[src/rtl/scarv_soc_dbg_bridge.sv]
// ============================================================================
// Module  : scarv_soc_dbg_bridge
// Brief   : UART byte-stream debug/loader bridge issuing word reads/writes on
//           the CCX external memory interface and returning status/read data.
// Rev     : 1.0  initial release
// ============================================================================
`default_nettype none

module scarv_soc_dbg_bridge #(
  parameter int         TIMEOUT_CYCLES = 1_000_000,
  parameter logic [7:0] CMD_READ       = 8'h01,
  parameter logic [7:0] CMD_WRITE      = 8'h02
) (
  input  logic        f_clk,
  input  logic        g_reset,
  input  logic        rx_valid,
  input  logic [7:0]  rx_data,
  output logic        tx_valid,
  output logic [7:0]  tx_data,
  input  logic        tx_ready,
  output logic        mem_req,
  input  logic        mem_gnt,
  output logic        mem_wen,
  output logic [3:0]  mem_strb,
  output logic [31:0] mem_addr,
  output logic [31:0] mem_wdata,
  input  logic        mem_recv,
  output logic        mem_ack,
  input  logic        mem_error,
  input  logic [31:0] mem_rdata,
  output logic        busy,
  output logic        rx_overrun
);

  typedef enum logic [2:0] {
    S_IDLE = 3'd0,
    S_ADDR = 3'd1,
    S_DATA = 3'd2,
    S_REQ  = 3'd3,
    S_RSP  = 3'd4,
    S_TX   = 3'd5
  } state_t;

  localparam int              c_TW   = (TIMEOUT_CYCLES > 1) ? $clog2(TIMEOUT_CYCLES) : 1;
  localparam logic [c_TW-1:0] c_TMAX = c_TW'(TIMEOUT_CYCLES - 1);

  state_t          r_state;
  state_t          w_next;
  logic            r_is_write;
  logic [1:0]      r_cnt;
  logic [c_TW-1:0] r_timer;
  logic [31:0]     r_addr;
  logic [31:0]     r_wdata;
  logic [31:0]     r_rdata;
  logic [7:0]      r_status;
  logic [2:0]      r_tx_idx;
  logic [2:0]      r_tx_last;
  logic            r_overrun;
  logic            w_cmd_ok;
  logic            w_rsp_fire;
  logic            w_collect;
  logic [7:0]      w_tx_data;

  assign w_cmd_ok  = (rx_data == CMD_READ) || (rx_data == CMD_WRITE);
  assign w_collect = (r_state == S_ADDR) || (r_state == S_DATA);
  // A response may complete in the grant cycle because mem_ack is already high in REQ.
  assign w_rsp_fire = mem_recv && mem_ack &&
                      (((r_state == S_REQ) && mem_gnt) || (r_state == S_RSP));

  always_ff @(posedge f_clk or posedge g_reset) begin
    if (g_reset) r_state <= S_IDLE;
    else         r_state <= w_next;
  end

  always_comb begin
    w_next = r_state;
    case (r_state)
      S_IDLE: if (rx_valid) w_next = w_cmd_ok ? S_ADDR : S_TX;
      S_ADDR: begin
        if (rx_valid) begin
          if (r_cnt == 2'd3) w_next = r_is_write ? S_DATA : S_REQ;
        end else if (r_timer == c_TMAX) begin
          w_next = S_IDLE;
        end
      end
      S_DATA: begin
        if (rx_valid) begin
          if (r_cnt == 2'd3) w_next = S_REQ;
        end else if (r_timer == c_TMAX) begin
          w_next = S_IDLE;
        end
      end
      S_REQ: if (mem_gnt) w_next = w_rsp_fire ? S_TX : S_RSP;
      S_RSP: if (w_rsp_fire) w_next = S_TX;
      S_TX:  if (tx_ready && (r_tx_idx == r_tx_last)) w_next = S_IDLE;
      default: w_next = S_IDLE;
    endcase
  end

  always_ff @(posedge f_clk or posedge g_reset) begin
    if (g_reset) begin
      r_is_write <= 1'b0;
      r_cnt      <= 2'd0;
      r_timer    <= '0;
      r_addr     <= 32'd0;
      r_wdata    <= 32'd0;
      r_rdata    <= 32'd0;
      r_status   <= 8'd0;
      r_tx_idx   <= 3'd0;
      r_tx_last  <= 3'd0;
      r_overrun  <= 1'b0;
    end else begin
      if (rx_valid && !w_collect && (r_state != S_IDLE)) r_overrun <= 1'b1;
      case (r_state)
        S_IDLE: begin
          r_cnt    <= 2'd0;
          r_timer  <= '0;
          r_tx_idx <= 3'd0;
          if (rx_valid) begin
            r_is_write <= (rx_data == CMD_WRITE);
            if (!w_cmd_ok) begin
              r_status  <= 8'hFF;
              r_tx_last <= 3'd0;
            end
          end
        end
        S_ADDR, S_DATA: begin
          if (rx_valid) begin
            r_timer <= '0;
            r_cnt   <= r_cnt + 2'd1;
            // Shifting in from the top leaves the first (LS) byte in [7:0].
            if (r_state == S_ADDR) r_addr  <= {rx_data, r_addr[31:8]};
            else                   r_wdata <= {rx_data, r_wdata[31:8]};
          end else begin
            r_timer <= r_timer + 1'b1;
          end
        end
        S_REQ, S_RSP: begin
          if (w_rsp_fire) begin
            r_status  <= mem_error ? 8'h01 : 8'h00;
            r_rdata   <= mem_rdata;
            r_tx_last <= r_is_write ? 3'd0 : 3'd4;
          end
        end
        S_TX: if (tx_ready) r_tx_idx <= r_tx_idx + 3'd1;
        default: ;
      endcase
    end
  end

  always_comb begin
    w_tx_data = 8'h00;
    if (r_state == S_TX) begin
      case (r_tx_idx)
        3'd0:    w_tx_data = r_status;
        3'd1:    w_tx_data = r_rdata[7:0];
        3'd2:    w_tx_data = r_rdata[15:8];
        3'd3:    w_tx_data = r_rdata[23:16];
        3'd4:    w_tx_data = r_rdata[31:24];
        default: w_tx_data = 8'h00;
      endcase
    end
  end

  assign tx_valid   = (r_state == S_TX);
  assign tx_data    = w_tx_data;
  assign mem_req    = (r_state == S_REQ);
  assign mem_ack    = (r_state == S_REQ) || (r_state == S_RSP);
  assign mem_wen    = r_is_write;
  assign mem_strb   = 4'b1111;
  assign mem_addr   = r_addr & 32'hFFFF_FFFC;
  assign mem_wdata  = r_wdata;
  assign busy       = (r_state != S_IDLE);
  assign rx_overrun = r_overrun;

endmodule

`default_nettype wire

[config.mk]
export PLATFORM = sky130hd
export DESIGN_NAME = scarv_soc_dbg_bridge
export DESIGN_NICKNAME = d
export VERILOG_FILES = /design/src/rtl/scarv_soc_dbg_bridge.sv
export SDC_FILE = /design/constraint.sdc
export NUM_CORES = 1
export LEC_CHECK = 0
export ABC_CLOCK_PERIOD_IN_PS = 3900
export CORE_MARGIN = 3
export CORE_UTILIZATION = 25
export CTS_CLUSTER_DIAMETER = 50
export DETAILED_ROUTE_END_ITERATION = 8
export PLACE_DENSITY = 0.56
export RECOVER_POWER = 25
export SLEW_MARGIN = 20
export SYNTH_ARGS = -nofsm -noshare
export SYNTH_HDL_FRONTEND = slang
export SYNTH_SLANG_ARGS = --single-unit
[constraint.sdc]
create_clock -name f_clk -period 3.9 [get_ports f_clk]
set_clock_uncertainty 0.05 [all_clocks]
set_input_delay 0.585 -clock f_clk [delete_from_list [all_inputs] [get_ports f_clk]]
set_output_delay 0.585 -clock f_clk [all_outputs]
set_load 0.05 [all_outputs]
Word level (Yosys, flattened, before mapping):

Cells that the tools add are included.

* register bits after elaboration: 137
* input bits: 47
* output and inout port bits: 82

* $add $sub $neg: 3
* equality and inequality tests: 24
* muxes and demuxes: 31
* bitwise logic cells: 1
* reductions and logical operators: 27

Operator list (number)
* 3-bit two-way mux: 15
* 20-bit case mux with 2 select lines: 1
* 8-bit case mux with 5 select lines: 1
* 8-bit two-way mux: 4
* 20-bit by 1-bit adder with 20-bit output (second input constant): 1
* 20-bit == test (second input constant): 1
* 20-bit two-way mux: 1
* 3-bit case mux with 6 select lines: 1
* 8-bit case mux with 2 select lines: 1
* 3-bit by 2-bit == test with 1-bit output (second input constant): 4
* 3-bit case mux with 2 select lines: 2
* 2-bit != test (second input constant): 5
* 3-bit == test (second input constant): 3
* 8-bit by 1-bit == test with 1-bit output (second input constant): 1
* 8-bit by 2-bit == test with 1-bit output (second input constant): 1
* 2-bit AND reduction: 4
* 3-bit by 1-bit == test with 1-bit output (second input constant): 2
* 1-bit logical AND: 6
* 3-bit logical NOT: 2
* 2-bit by 1-bit != test with 1-bit output (second input constant): 3
* 3-bit by 2-bit != test with 1-bit output (second input constant): 2
* 3-bit AND reduction: 2
* 6-bit AND reduction: 1
* 2-bit nonzero test: 3
* 13 further kinds: 19

Logic depth before layout (Yosys ltp):

Gate-level depths: netlist of the first run.

* depth after elaboration: 7
* gate-level depth with buffers: 7

Least setup slack after synthesis of the first run:

OpenSTA, ideal clock, no wires.

* kind: register to output
* start: register r_state[2]
* end: output tx_data[0]
* arrival: 2331 ps
* required time: 3265 ps
* path slack: 934 ps
* cell stages (with the launch flop): 6
* path through: dfrtp_1 > clkbuf_1 > and3b_1 > clkbuf_1 > o31ai_1 > nor2_1

* word-level cells in the longest chain between the ends: 2

Ends and longest elaborated chain
* start, declared: RTL line 47 `state_t r_state;`
* start signal, assigned: RTL line 72 `else r_state <= w_next;`
* 3-bit == test
* net tx_valid: RTL line 18 `output logic tx_valid,`
* 8-bit two-way mux: RTL line 153 `if (r_state == S_TX) begin`
* end, declared: RTL line 19 `output logic [7:0] tx_data,`

The timed path passes the listed nets, and every way through them passes these cells.

Final worst setup path of the first run:

* start: register r_tx_idx[2]
* end: output tx_data[4]

* word-level cells in the longest chain between the ends: 3
* elaborated cells on any way between the ends: 7
* classes of those cells: 4 x eq/ne; 2 x mux; 1 x reduce/logical

Ends and longest elaborated chain
* start, declared: RTL line 56 `logic [2:0] r_tx_idx;`
* start signal, assigned: RTL line 145 `S_TX: if (tx_ready) r_tx_idx <= r_tx_idx + 3'd1;`
* 3-bit == test, or another cell as far along: RTL line 154 `case (r_tx_idx)`
* 8-bit case mux with 5 select lines (*): RTL line 154
* 8-bit two-way mux (*): RTL line 153

Every way passes the cells marked *; elsewhere a longest branch is shown, timed or not.

==> results by group, run 1 <==
Power
  • Peak supply drop: 0.611 mV
  • Pwr dens: ~930 mW/mm²
  • Pleak: 3.28 nW

Timing
  • Final Hold Viols: 0
  • FMAX: between 200 and 300 MHz
  • Crit path time final: 3530 ps
  • Actual slew at the worst max-slew pin: approximately 1900 ps
  • Max-slew violation count: between 70 and 80
  • Setup TNS: 0 ps
  • Setup violators final: 0
  • Final Cycle Share: 90.4%
  • RSZ-0062 raised after global routing: false
  • Slew headroom: -24.3%

Routing
  • Post-route ant nets: 0
  • Per-cell routed wire length: 16.4 µm
  • Vias per cell: 4.67
  • Drc violations: 0
  • Final WL: 15,100 µm
  • Violation count after the first detailed-routing iteration: just over 300
  • Pre-Repair DR Iteration Count: 5
  • Vias post-DR: 4,307

Clock tree
  • Worst skew pair latency: between 400 and 500 ps
  • Number of hold-repair buffers added at the cts stage: 0
  • H-tree depth: 4
  • Setup bufs post-CTS: 0
  • CTS buffer count: 17
  • Clock transition at path regs: 60 ps
  • CTS tree: done
  • Post-CTS sizing: 0
  • Clock sinks: about 130
  • Clk root buf: clkbuf_16
  • Max Buffers Root-to-Sink: 2

Worst setup path
  • FF-to-FF path depth: 4
  • Setup crit end: tx_data[4]
  • Nature of the critical path endpoint: primary output
  • Crit. Startpoint: r_tx_idx[2]
  • CP arrival: 2890 ps
  • R2r setup slk: 1350 ps
  • Critical Path Fanout Max: 15
  • Worst R2R End: r_rdata[17]
  • Reg-to-Reg Start: r_state[2]
  • Crit path required time: 3260 ps
  • WS Path Type: reg2out
  • CP Launch Type: flop

Floorplanning
  • IO Count: 129
  • DIE HEIGHT: 159 µm
  • Die area: 0.0252 mm²
  • Row cnt: 55
  • Initial Util: 25.7%
  • Core area: 0.0228 mm²
  • Horiz. Die Dim: 159 µm

Synth
  • Dominant synthesized flop cell: dfrtp_1
  • Cell accounting for the most synthesized area: dfrtp_1
  • Mean Syn Cell Area: 12.1 µm²
  • Synth Warn #: 0
  • Sequential element share of the synthesized area: between 50% and 60%
  • Post-synth top area share: 54.4%
  • Synth Instances: 483
  • Yosys reg bits: 127
  • Synthesized area: 0.00584 mm²
  • Synth area leaders: dfrtp_1 54%, mux2_2 18%, o21ai_0 1.7%
  • FFs w/ async S/R, synth: 100%
  • Count of cell types in the netlist: 56
  • Post-synth EDFFs: 0

Placement
  • HPWL Detailed: 10,600 µm
  • Dpl cell area: 0.00736 mm²
  • IO Port Bufs: 122
  • Placed Cells: 890
  • RePlAce Congestion: 0.790

GRT
  • Gr usage total: 12.3%
  • First-pass GRT wire length: between 20,000 and 30,000 µm
  • Number of global-route vias before repair: 4,603
  • Pin count of the biggest net entering global routing: 74
  • Initial antenna violation count: 0
  • Total global routing overflow: 0

Run status
  • Violated checks: max-capacitance violations, max-slew violations
  • Outcome: complete, but fails checks

Layout
  • Layout area overhead: 36.4%
  • Fin nets: between 600 and 700
  • Fill cell count: about 2,200
  • Diode count: 0
  • Layout cell share with drive strength beyond 1: 22.8%
  • Post-route insts no fill: between 900 and 1,000
  • Post-Layout Inst Area: 0.00797 mm²

Hold path
  • Hold Crit Class: reg2reg

Flow run
  • Max cap viols: 1
[worst min path at each step]
stage / startpoint / to / cells after the start
global route: r_timer[19] / r_timer[19] / 1
global placement: rx_overrun / rx_overrun / 1
CTS: rx_overrun / rx_overrun / 1
finish: rx_overrun / rx_overrun / 1
floorplan: r_timer[19] / r_timer[19] / 1
detailed placement: rx_overrun / rx_overrun / 1
[through the flow]
stage	hold WS, ps	setup WS (ps)	utilization (%)	power, mW
2_1_floorplan	386	934	-	4.60
6_report	409	375	35.0	7.41
5_1_grt	442	208	35.0	7.83
3_3_place_gp	393	906	32.3	5.68
4_1_cts	413	362	35.1	7.51
3_5_place_dp	400	817	32.3	5.75
[layer usage]
metal | up-vias | wire length (µm) | GRT usage, % | share of wire (%)
met2 | 139 | 7310 | 19.6 | 48
met1 | 2162 | 6540 | 15.2 | 43
met4 | 0 | 219 | 4.10 | 1.4
li1 | 1991 | - | - | -
met3 | 15 | 1080 | 4.70 | 7.1
met5 | - | 0 | 0 | 0
[registers in the layout (all words and copies together), names as in the netlist]
name,flops
mem_wdata,32
r_rdata,32
r_addr,30
r_timer,20
r_state,3
r_tx_idx,3
r_cnt,2
r_status,2
mem_wen,1
r_tx_last,1
rx_overrun,1
[worst max-delay path, stage by stage (launching register included)]
cell and delay (ps):
dfrtp_1 530, inv_1 270, ha_1 380, o31ai_1 130, buf_4 180, nor2_1 140
clkdlybuf4s50_1 850
[logic make-up after synthesis]
| group | count (synthesis) | share of synthesized area (%) |
|---|---|---|
| mux | 95 | 18.3 |
| xor+xnor | 8 | 1.20 |
| simple gates | 109 | 9.98 |
| fa+ha+maj | 9 | 1.84 |
| flops | 127 | 54.4 |
| compound gates | 85 | 10.4 |
| other cells | 2 | 0.129 |
| buf+inv | 48 | 3.75 |
[synth_stat cells (all sizes together) (2+ instances only)]
cell and number:
nand2b 6, nor2 19, xor2 3, or2 5
nand4b 2, nand2 22, xnor2 5, o22a 5
mux2 94, o21ai 22, o32a 2, o31a 2
o22ai 3, nand3 16, nor4 8, or4 3
a31oi 3, nand4 7, inv 12, a222oi 8
o211ai 2, or3b 2, nor3 9, buf 19
dfrtp 127, or3 3, ha 7, a22o 7
o31ai 5, a21o 9, o21a 3, clkbuf 17
maj3 2, conb 2, a21oi 7
[cell type report]
| cell class | instances | area (µm²) | share of cell area, % |
|---|---|---|---|
| sequential | 127 | 3180 | 39.9 |
| tap | 313 | 392 | 4.91 |
| clock buffer | 23 | 478 | 5.99 |
| inverter | 12 | 48.8 | 0.612 |
| timing repair buffer | 126 | 1250 | 15.6 |
| multi-input combinational | 312 | 2470 | 31.0 |
| clock inverter | 9 | 155 | 1.95 |
[report_power, final]
group	switching (mW)	internal (mW)	total, mW
Clock	0.580	1.12	1.70
Sequential	0.425	1.86	2.28
Combinational	2.09	1.34	3.43
Total	3.10	4.32	7.41
[placed cells by master, fill, tap and decap left out, types with 3 or more instances in the layout]
cell | netlist | final
dfrtp_1 | 127 | 127
clkdlybuf4s50_1 | 0 | 121
mux2_2 | 94 | 94
nand2_1 | 21 | 21
o21ai_0 | 20 | 20
nor2_1 | 19 | 18
clkbuf_16 | 0 | 17
nand3_1 | 16 | 16
inv_1 | 12 | 11
nor3_1 | 9 | 9
a21o_1 | 9 | 9
a222oi_1 | 8 | 8
nor4_1 | 8 | 7
a21oi_1 | 7 | 7
a22o_1 | 7 | 7
ha_1 | 7 | 7
nand2b_1 | 6 | 6
nand4_1 | 6 | 6
conb_1 | 2 | 6
xnor2_1 | 5 | 5
o22a_1 | 5 | 5
o31ai_1 | 5 | 5
bufinv_16 | 0 | 4
or3_1 | 3 | 3
or4_1 | 3 | 3
o22ai_1 | 3 | 3
or2_2 | 3 | 3
xor2_1 | 3 | 3
a31oi_1 | 3 | 3
o21a_1 | 3 | 3
clkbuf_1 | 17 | 3
clkbuf_8 | 0 | 3
Note: power is estimated with default switching activity, not from simulation.
==> run 2, diff against run 1 <==
--- a/config.mk
+++ b/config.mk
@@ -5,12 +5,13 @@
 export SDC_FILE = /design/constraint.sdc
 export NUM_CORES = 1
 export LEC_CHECK = 0
-export ABC_CLOCK_PERIOD_IN_PS = 3900
+export ABC_CLOCK_PERIOD_IN_PS = 3800
 export CORE_MARGIN = 3
 export CORE_UTILIZATION = 25
 export CTS_CLUSTER_DIAMETER = 50
 export DETAILED_ROUTE_END_ITERATION = 8
-export PLACE_DENSITY = 0.56
+export HOLD_SLACK_MARGIN = 0.03
+export PLACE_DENSITY = 0.54
 export RECOVER_POWER = 25
 export SLEW_MARGIN = 20
 export SYNTH_ARGS = -nofsm -noshare
==> constraint.sdc (replaced) <==
create_clock -name f_clk -period 3.8 [get_ports f_clk]
set_clock_uncertainty 0.05 [all_clocks]
set_input_delay 0.57 -clock f_clk [delete_from_list [all_inputs] [get_ports f_clk]]
set_output_delay 0.57 -clock f_clk [all_outputs]
set_load 0.05 [all_outputs]
==> results by group, run 2 (synthesized netlist as in run 1, its figures left out) <==
Run status
  • Outcome: complete, but fails checks
  • Violated checks: max-capacitance violations, max-slew violations

Worst setup path
  • Nature of the critical path endpoint: primary output
  • CP max-delay cell: clkdlybuf4s50_1
  • R2r setup slk: 1410 ps
  • Crit path required time: 3180 ps
  • Slowest stage delay, CP: 720 ps
  • CP Cell Sequence: ha_1 > ha_1 > o31ai_1 > buf_4 > nor2_1 > clkdlybuf4s50_1
  • Reg-to-Reg Start: r_state[1]
  • Most frequent CP cell: ha_1
  • CP arrival: 2860 ps
  • WS Path Type: reg2out
  • Worst R2R End: r_rdata[22]
  • Critical Path Fanout Max: 9
  • Worst path top cell family by delay: buffers and inverters
  • FF-to-FF path depth: 4
  • Buf+Inv Stages, Crit Path: 2
  • CP Launch Type: flop

Power
  • NetSw: 3.18 mW
  • Pwr dens: 940 mW/mm²
  • Clock Power Share: 21.6%
  • Power, Total: 7.49 mW
  • Pleak: 3.28 nW
  • Switching share of power: a little over two fifths
  • Combinational share of power: 47.4%
  • Int Pwr: 4.30 mW
  • Peak supply drop: 0.599 mV
  • Sequential Power Share: 31.0%

Timing
  • Actual slew at the worst max-slew pin: 2070 ps
  • Crit path time final: about 3500 ps
  • RSZ-0062 raised after global routing: false
  • Setup violators final: 0
  • FMAX: 287 MHz
  • Setup TNS: 0 ps
  • Slew headroom: -38.1%
  • Max-slew violation count: between 100 and 150
  • Final Hold Viols: 0
  • Final Cycle Share: 91.6%

Placement
  • Placed Cells: 894
  • RePlAce Congestion: 0.735
  • HPWL Detailed: 10,600 µm
  • IO Port Bufs: 122

Layout
  • Layout area overhead: 36.3%
  • Fill cell count: 2,252
  • Most common cell after layout, fill and taps aside: dfrtp_1
  • Area occupied by multi-input gates: 0.00247 mm²
  • Fin nets: 655
  • Layout cell share with drive strength beyond 1: about 23%
  • FF+latch area: 0.00318 mm²
  • Diode count: 0
  • Commonest cells after routing, fill and taps aside: 127 x dfrtp_1, 121 x clkdlybuf4s50_1, 94 x mux2_2
  • Post-route insts no fill: slightly above 900

GRT
  • Initial antenna violation count: 0
  • Pin count of the biggest net entering global routing: 46
  • Gr usage total: between 10% and 20%
  • Total global routing overflow: 0
  • First-pass GRT wire length: 25,200 µm
  • Number of global-route vias before repair: 4,622

Routing
  • Vias per cell: 4.65
  • Pre-Repair DR Iteration Count: 5
  • Per-cell routed wire length: 16.4 µm
  • Vias post-DR: approximately 4,300
  • Post-route ant nets: 0
  • Drc violations: 0
  • Violation count after the first detailed-routing iteration: approximately 360
  • Final WL: 15,200 µm

Clock tree
  • Max Buffers Root-to-Sink: 2
  • Number of hold-repair buffers added at the cts stage: 0
  • Setup bufs post-CTS: 0
  • Clock sinks: 127
  • Clk root buf: clkbuf_16
  • Worst skew pair latency: ~410 ps
  • Post-CTS sizing: 0
  • CTS tree: done
  • Clock transition at path regs: 60 ps
  • CTS buffer count: 17
  • H-tree depth: 4

Floorplanning
  • DIE HEIGHT: 159 µm
  • Initial Util: 25.7%
  • Horiz. Die Dim: 159 µm
  • Row cnt: 55
  • Core area: 0.0228 mm²
  • IO Count: 129
  • Die area: 0.0252 mm²

Hold path
  • HP Start: rx_overrun
  • Worst Hold Path EP: rx_overrun
  • Hold Crit Depth: 1
  • Hold Crit Class: reg2reg

Flow run
  • Max cap viols: 3
run 2: power by group through the flow:
stage          Sequential, mW  Combinational [mW]  Clock, mW
5_1_grt                  2.41                3.78       1.73
3_5_place_dp             2.35                3.57          0
4_1_cts                  2.34                3.59       1.68
6_report                 2.32                3.55       1.62
2_1_floorplan            3.29                1.43          0
3_3_place_gp             2.33                3.53          0
run 2: worst max-delay path by stage:
stage / from / to / slack, ps / cells after the start
3_3_place_gp: r_tx_idx[0] / tx_data[7] / 830 / 6
4_1_cts: r_tx_idx[0] / tx_data[4] / 310 / 6
5_1_grt: r_tx_idx[0] / tx_data[1] / 70 / 8
3_5_place_dp: r_tx_idx[0] / tx_data[4] / 800 / 6
6_report: r_tx_idx[0] / tx_data[4] / 320 / 6
2_1_floorplan: r_state[2] / tx_data[0] / 850 / 5
run 2: final cells by class:
cell class / count / area share (%)
flip-flops and latches: 127 / 39.9
repair buffers: 131 / 16.2
inverters: 12 / 0.581
well taps: 313 / 4.92
clock inverters: 9 / 1.37
multi-input cells: 312 / 31.1
clock buffers: 22 / 5.95
run 2: metal layers:
layer	share of wire, %	vias up	wire length [µm]	global-route usage, %
met5	0	-	0	0
met1	42	2141	6290	14.9
li1	-	1994	-	-
met3	8.7	12	1320	5.66
met4	0.96	0	145	3.74
met2	49	155	7390	20.0
run 2: worst register-to-register path, stage by stage, from the launching register on:
cell,delay (ps)
dfrtp_1,570
or3b_2,570
o21ai_1,120
nand2_2,470
mux2_2,490
run 2: metrics by stage:
step | instance area [µm²] | setup WS, ps | util [%] | hold WS, ps
floorplan | 5860 | 849 | - | 386
global placement | 7400 | 833 | 32.5 | 391
detailed placement | 7400 | 798 | 32.5 | 401
CTS | 7980 | 307 | 35.0 | 417
global route | 7970 | 71.9 | 35.0 | 449
finish | 7970 | 321 | 35.0 | 416
